==> src/rtl/sat_model_pkg.sv <==
`default_nettype none
// ============================================================================
// Module      : sat_model_pkg
// Description : Shared constants, node state encoding and the saturating
//               clamp helper for the saturating switch-level chip model.
// Revision    : 1.0 - initial release
// ============================================================================
package sat_model_pkg;

    // Rail voltages used as default presets by node models
    localparam int HI = 64;
    localparam int LO = -64;

    // Current magnitudes injected by the resistive pull models
    localparam int PULLUP_STRENGTH   = 2;
    localparam int PULLDOWN_STRENGTH = 3;

    // Node integrator state
    typedef enum logic [0:0] {
        RUN     = 1'b0,
        SETTLED = 1'b1
    } node_state_e;

    // Clamp a wide signed value into the signed range of a w-bit word
    function automatic logic signed [63:0] sat_clamp(
        input logic signed [63:0] value,
        input int                 w
    );
        logic signed [63:0] hi;
        logic signed [63:0] lo;
        hi = (64'sd1 <<< (w - 1)) - 64'sd1;
        lo = -(64'sd1 <<< (w - 1));
        if (value > hi)
            return hi;
        else if (value < lo)
            return lo;
        else
            return value;
    endfunction

endpackage
`default_nettype wire

==> src/rtl/node_saturating_current_sum.sv <==
`default_nettype none
// ============================================================================
// Module      : current_sum
// Description : Combinational signed sum of N packed current contributions,
//               widened so the total can never wrap.
// Revision    : 1.0 - initial release
// ============================================================================
module current_sum #(
    parameter int W     = 8,
    parameter int N     = 4,
    parameter int SUM_W = W + $clog2(N) + 1
) (
    input  logic [N*W-1:0]          i_bus,
    output logic signed [SUM_W-1:0] sum
);

    // Sign-extend every contribution to the full sum width and accumulate
    always_comb begin
        sum = '0;
        for (int k = 0; k < N; k++) begin
            sum = sum + SUM_W'($signed(i_bus[k*W +: W]));
        end
    end

endmodule
`default_nettype wire

==> src/rtl/node_saturating.sv <==
`default_nettype none
// ============================================================================
// Module      : node_saturating
// Description : Clocked node integrator. Adds the summed node current to the
//               stored voltage with saturation, and flags quiescence after a
//               run of unchanged-voltage steps.
// Revision    : 1.0 - initial release
// ============================================================================
module node_saturating
    import sat_model_pkg::*;
#(
    parameter int                   W      = 8,
    parameter int                   N      = 4,
    parameter logic signed [W-1:0]  V_INIT = W'(LO),
    parameter int                   SETTLE = 3
) (
    input  logic                    clk,
    input  logic                    reset,
    input  logic                    step,
    input  logic                    load,
    input  logic signed [W-1:0]     load_v,
    input  logic [N*W-1:0]          i_bus,
    output logic signed [W-1:0]     v,
    output logic                    level,
    output logic                    settled,
    output logic [3:0]              stable_cnt
);

    // One guard bit for the voltage add on top of the current-sum growth
    localparam int c_SUM_W = W + $clog2(N) + 1;

    logic signed [c_SUM_W-1:0] w_sum;
    logic signed [c_SUM_W-1:0] w_next;
    logic signed [W-1:0]       w_clamped;
    logic                      w_same;
    logic [3:0]                w_cnt_inc;
    logic                      w_reach;

    logic signed [W-1:0]       r_v;
    logic [3:0]                r_cnt;
    logic                      r_settled;
    node_state_e               r_state;

    current_sum #(
        .W     (W),
        .N     (N),
        .SUM_W (c_SUM_W)
    ) u_current_sum (
        .i_bus (i_bus),
        .sum   (w_sum)
    );

    // Candidate voltage: wide add, then clamp to the W-bit signed range
    assign w_next    = c_SUM_W'(r_v) + w_sum;
    assign w_clamped = W'(sat_clamp(64'(w_next), W));

    // A clamped result equal to the present voltage counts as unchanged,
    // so a node pinned at a rail by an opposing driver still settles
    assign w_same    = (w_clamped == r_v);
    assign w_cnt_inc = (r_cnt == 4'd15) ? 4'd15 : r_cnt + 4'd1;
    assign w_reach   = (w_cnt_inc >= 4'(SETTLE));

    // Voltage register, stability counter and RUN/SETTLED state
    always_ff @(posedge clk) begin
        if (reset) begin
            r_v       <= V_INIT;
            r_cnt     <= 4'd0;
            r_settled <= 1'b0;
            r_state   <= RUN;
        end else if (load) begin
            r_v       <= load_v;
            r_cnt     <= 4'd0;
            r_settled <= 1'b0;
            r_state   <= RUN;
        end else if (step) begin
            r_v   <= w_clamped;
            r_cnt <= w_same ? w_cnt_inc : 4'd0;
            case (r_state)
                RUN: begin
                    if (w_same && w_reach) begin
                        r_state   <= SETTLED;
                        r_settled <= 1'b1;
                    end
                end
                SETTLED: begin
                    if (!w_same) begin
                        r_state   <= RUN;
                        r_settled <= 1'b0;
                    end
                end
                default: begin
                    r_state   <= RUN;
                    r_settled <= 1'b0;
                end
            endcase
        end
    end

    assign v          = r_v;
    assign level      = ~r_v[W-1];
    assign settled    = r_settled;
    assign stable_cnt = r_cnt;

endmodule
`default_nettype wire

==> config.mk <==
export PLATFORM = sky130hd
export DESIGN_NAME = node_saturating
export DESIGN_NICKNAME = d
export VERILOG_FILES = /design/src/rtl/sat_model_pkg.sv /design/src/rtl/node_saturating_current_sum.sv /design/src/rtl/node_saturating.sv
export SDC_FILE = /design/constraint.sdc
export NUM_CORES = 1
export LEC_CHECK = 0
export ABC_AREA = 1
export BUFFER_PORTS_ARGS = -buffer_cell sky130_fd_sc_hd__buf_2
export CAP_MARGIN = 20
export CORE_ASPECT_RATIO = 0.6
export CORE_MARGIN = 5
export CORE_UTILIZATION = 45
export DETAILED_ROUTE_END_ITERATION = 16
export PLACE_DENSITY = 0.78
export SLEW_MARGIN = 20
export SYNTH_ARGS = -nofsm -noshare
export SYNTH_HDL_FRONTEND = slang
export SYNTH_SLANG_ARGS = --single-unit
==> constraint.sdc <==
create_clock -name clk -period 12.2 [get_ports clk]
set_clock_uncertainty 0.1 [all_clocks]
set_input_delay 0.61 -clock clk [delete_from_list [all_inputs] [get_ports clk]]
set_output_delay 0.61 -clock clk [all_outputs]
set_load 0.01 [all_outputs]
After elaboration in Yosys (flattened, before gate mapping)
Cells that the tools add are included.
W data, S select, Z words.

storage, ports and cells
  latch bits = 0
  RAM bits = 0
  bits in registers = 14
  memory bits (read-only) = 0
  bits of input ports = 44
  output and inout port bits = 14
  memories kept = 0
  word-level logic and storage cells = 34

cells by class
  $lt $le $gt $ge = 3
  bitwise operators = 2
  shift-type cells = 0
  $add $sub $neg = 5
  multiplexer cells = 12
  equality and inequality tests = 4
  $mul = 0
  divide/modulo/power cells = 0
  reductions and logical operators = 4

operator list
  cell                   number
  $mux W8                4
  $add A11 B8 Y11        1
  $add A8 B11 Y11        1
  $gt A11 B8 Y1 const B  1
  $lt A11 B8 Y1 const B  1
  $add A9 B8 Y10         1
  $add A8 B8 Y9          1
  $eq A8 B8 Y1           1
  $mux W4                2
  $add A4 B1 Y4 const B  1
  $eq A4 B4 Y1 const B   1
  $ge A4 B2 Y1 const B   1
  $mux W1                4
  $ne A2 B2 Y1 const B   2
  $pmux W1 S2            2
  $reduce_and A3 Y1      1
  $not A1 Y1             2
  $reduce_bool A2 Y1     1
  $reduce_or A2 Y1       1
  $logic_and A1 B1 Y1    1

Logic depth before layout (Yosys ltp)
  depth in word-level cells = 11
  mapped depth = 35
  depth with buffers taken out = 35

By module
From an unflattened synthesis, not the netlist that was laid out.

second synthesis, totals
  cell total of the unflattened synthesis = 421
  area total of the unflattened synthesis = 2507.4 sq um

modules (own cells, without submodules)
  module           times used  sequential area each (sq um)  area an instance (sq um)  cells an instance
  node_saturating  1           280.3                         1582.8                    285
  current_sum      1           0.0                           924.6                     136

Worst setup path before layout
No wires, ideal clock.

  path kind = input to register
  from = input port i_bus[1]
  to = register r_state
  slack = 7229 ps
  data arrival time = 4815 ps
  buffers on the path = 1
  cell stages on the path = 33
  path through = inv_1 fa_1 inv_1 ha_1 inv_1 fa_1 o21ai_0 a21oi_1 o21ai_0 xnor2_1 fa_1 inv_1 ha_1 nand2_2 inv_1 a21oi_4 nand2_4 nand2_4 nand2_2 nand2_1 nand2_2 nand2_4 buf_12 nand2_8 nand3_1 nand2_2 nor2_4 nand2_2 nor2_4 nand2_1 nand3_1 nand2_1 inv_1

on the way
  word-level cells in the longest chain between the ends = 11

RTL lines
  element               RTL line                           text
  start, declared       node_saturating.sv:22              input logic [N*W-1:0] i_bus,
  $add A8 B8 Y9 (*)     node_saturating_current_sum.sv:21  sum = sum + SUM_W'($signed(i_bus[k*W +: W]));
  $add A9 B8 Y10 (*)    node_saturating_current_sum.sv:21
  $add A11 B8 Y11 (*)   node_saturating_current_sum.sv:21
  $add A8 B11 Y11 (*)   node_saturating.sv:54              assign w_next = c_SUM_W'(r_v) + w_sum;
  $lt A11 B8 Y1         sat_model_pkg.sv:35                else if (value < lo)
  $mux W8               sat_model_pkg.sv:35
  $mux W8 (*)           sat_model_pkg.sv:33                if (value > hi)
  $eq A8 B8 Y1 (*)      node_saturating.sv:59              assign w_same = (w_clamped == r_v);
  $logic_and A1 B1 Y1   node_saturating.sv:80              if (w_same && w_reach) begin
  $mux W1               node_saturating.sv:80
  $pmux W1 S2 (*)       node_saturating.sv:78              case (r_state)
  end signal, assigned  node_saturating.sv:69              r_state <= RUN;
  end signal, assigned  node_saturating.sv:81              r_state <= SETTLED;
  end signal, assigned  node_saturating.sv:87              r_state <= RUN;
  end, declared         node_saturating.sv:42              node_state_e r_state;

Mark *: on every way between the ends. The rest lies on a longest branch, timed or not.
A chain may end at the register's enable or synchronous reset.

Final worst setup path
  from = input port i_bus[1]
  to = register r_cnt[3], in the netlist stable_cnt[3]

on the way
  word-level cells in the longest chain between the ends = 9

RTL lines
  element               RTL line                           text
  $add A8 B8 Y9 (*)     node_saturating_current_sum.sv:21
  $add A9 B8 Y10 (*)    node_saturating_current_sum.sv:21
  $add A11 B8 Y11 (*)   node_saturating_current_sum.sv:21
  $add A8 B11 Y11 (*)   node_saturating.sv:54
  $lt A11 B8 Y1         sat_model_pkg.sv:35
  $mux W8               sat_model_pkg.sv:35
  $mux W8 (*)           sat_model_pkg.sv:33
  $eq A8 B8 Y1 (*)      node_saturating.sv:59
  $mux W4 (*)           node_saturating.sv:77              r_cnt <= w_same ? w_cnt_inc : 4'd0;
  end signal, assigned  node_saturating.sv:77
  end, declared         node_saturating.sv:40              logic [3:0] r_cnt;

Marks and branches as above.

==> reports/qor.yml <==
cells_and_area:
  drive_gt1_frac: 0.228
  post-route-util: 0.540
  n_antenna_cell: 0
  syn_to_final_growth_pct: 15.1
  layout.nets: 492
route:
  drc: 0
  vias: 2296
  routed_wl_um: 5510
  drt_iter0_markers: 189
  ant_nets: 0
  drt_pre_antenna_iters: 4
  viasPerCell: 4.84
  wire_per_inst_um: 11.6
clock_tree:
  cts_setup_buffers: 0
  cts.sinks: 14
  cts_tree: "built"
  cts_resized: 0
  numCtsBuffers: 3
  ctsHoldBuffers: 0
  cts_root_buf: "clkbuf_8"
  cts.clk_slew.worst_paths_ps: 60
  clockBufferDepth: 2
  htreeDepth: 1
  insertion_delay_ps: 240
floorplanning:
  rows: 20
  num_io_pins: 58
  fp.dieH_um: 66.5
  die_width_um: 104
  dieArea_um2: 6930
  coreArea_um2: 5100
  start_util: 0.470
critical_path:
  worstPathMaxFanout: 15
  start_kind: "primary input"
  crit_family: "adder cells"
  slowest_delay_ps: 480
  path_class: "primary input to flop"
  path_common_cell: "inv_1"
  endpoint_kind: "flop"
  crit_slowest_cell: "fa_1"
  critPathBufInv: 6
  cp.required_ps: 12280
  arrival_ps: 5510
placed_design:
  preCtsSetupSlack_ps: 6550
  place_hpwl_um: 4740
  portBuffers: 57
  place_congestion: 0.877
global_routing:
  grt_pass1_vias: 2197
  grt_usage: 0.164
  grt_pass1_wl_um: 9640
  grt_antenna_before_repair: 0
  overflow: 0
  grt_start_max_net_pins: 16
synth:
  synth-seq-cells: 14
  synth_top_cell_area_share: 0.167
  yosysTopAreaCell: "fa_1"
  synth_area_per_cell_um2: 6.79
  synth_area_leaders: "fa_1, nand2_1, inv_1"
  syn_nets: 435
  synth_seq_area_share: 0.117
  synth_cell_types: 32
  syn-cell-area_um2: 2400
  syn_inst: 353
  yosys_warnings: 0
timing:
  tightest_slew_ps: 580
  final-setup-viol-count: 0
  finalWorstPathRequiredPeriod_ps: 5440
  fin_crit_sh: 0.446
  rsz0062_at_grt: "false"
  slew_violations: 0
  finalHoldViolations: 0
  fin_tns_setup_ps: 0
  slew_headroom: 0.612
  timing.fmax_mhz: 184
  setup_ws_ps: 6760
outcome:
  status: "finished clean"
worst_hold_path:
  hp-class: "flop to flop"
job:
  maxCapViolations: 0
worst register-to-register path: stages, from the launching register on:
cell and delay (ps):
dfxtp_1 400, inv_1 100, fa_1 510, inv_1 40, ha_1 220, fa_1 430
nand3_1 170, nand4_1 140, nand2_1 130, nand3_2 100, nand2_4 180, nand2_1 150
nand3_1 100, nand2_1 60, nor2_2 100, nand2_2 80, nor2_4 160, nand3_1 110
a21oi_1 140
final cells by class:
| type | count | area (um2) |
|---|---|---|
| Timing Repair Buffer | 57 | 285 |
| Clock buffer | 3 | 41.3 |
| Sequential cell | 14 | 280 |
| Fill cell | 521 | 2350 |
| Multi-Input combinational cell | 255 | 1770 |
| Inverter | 79 | 297 |
| Tap cell | 66 | 82.6 |
flip-flops by register name (all words and copies together) (netlist names):
register and cells:
v 8, stable_cnt 4, r_state 1, settled 1
per-stage QoR:
| stage | cells | cell area (um2) | hold WS [ps] |
|---|---|---|---|
| 3_3_place_gp | 471 | 2720 | 338 |
| 2_1_floorplan | 353 | 2400 | 369 |
| 4_1_cts | 474 | 2760 | 357 |
| 3_5_place_dp | 471 | 2720 | 349 |
| 6_report | 474 | 2760 | 348 |
| 5_1_grt | 474 | 2760 | 378 |
routing by layer:
metal,wire length [um],share of wire,global-route usage
met1,2680,0.49,0.226
met2,2420,0.44,0.269
met3,388,0.070,0.0416
met4,20,0.0036,0.0210
met5,0,0,0
path summary, 6_finish.rpt:
| path | startpoint | endpoint | slack [ps] | depth (start not counted) |
|---|---|---|---|---|
| setup / recovery | i_bus[1] | stable_cnt[3] | 6760 | 31 |
| hold reg to reg | settled | settled | 350 | 2 |
| setup reg to reg | v[1] | stable_cnt[3] | 8690 | 18 |
| hold / removal | settled | settled | 350 | 2 |
cell families after synthesis:
kind of cell,share of synthesized area
AND/OR/NAND/NOR,0.356
buffers and inverters,0.144
AO/OA/AOI/OAI,0.0783
adder cells (fa/ha/maj),0.261
flip-flops,0.117
XOR/XNOR,0.0438
cells in the mapped netlist, drive strengths merged:
| master | instances |
|---|---|
| o21ai | 4 |
| inv | 79 |
| ha | 18 |
| buf | 4 |
| or2 | 1 |
| nand3b | 1 |
| xor2 | 7 |
| a22oi | 1 |
| nand2 | 116 |
| clkbuf | 1 |
| dfxtp | 14 |
| o21a | 1 |
| a21oi | 18 |
| nand4 | 3 |
| o21bai | 1 |
| fa | 20 |
| nand3 | 35 |
| nor2 | 14 |
| nor3 | 3 |
| a31oi | 7 |
| xnor2 | 5 |
cell usage in the layout, fill, tap and decap left out:
cell type	netlist	layout
nand4_1	3	3
fa_1	20	20
inv_1	76	76
or2_2	1	1
o21ai_0	4	4
nor2_1	10	10
nand2_2	11	11
nand3_1	31	31
ha_1	18	18
nand2_4	8	8
clkbuf_8	0	3
inv_2	3	3
dfxtp_1	14	14
nand3_2	4	4
o21bai_1	1	1
nand2_1	96	96
a21oi_1	17	17
xnor2_1	5	5
a22oi_1	1	1
a31oi_1	7	7
buf_2	1	57
nand2_8	1	1
nand3b_1	1	1
o21a_1	1	1
a21oi_4	1	1
nor2_4	2	2
xor2_1	7	7
nor2_2	2	2
nor3_1	3	3
Power is left out: the tool's default activity adds up to more than one toggle a clock period on the data nets, which glitch-free logic cannot reach.
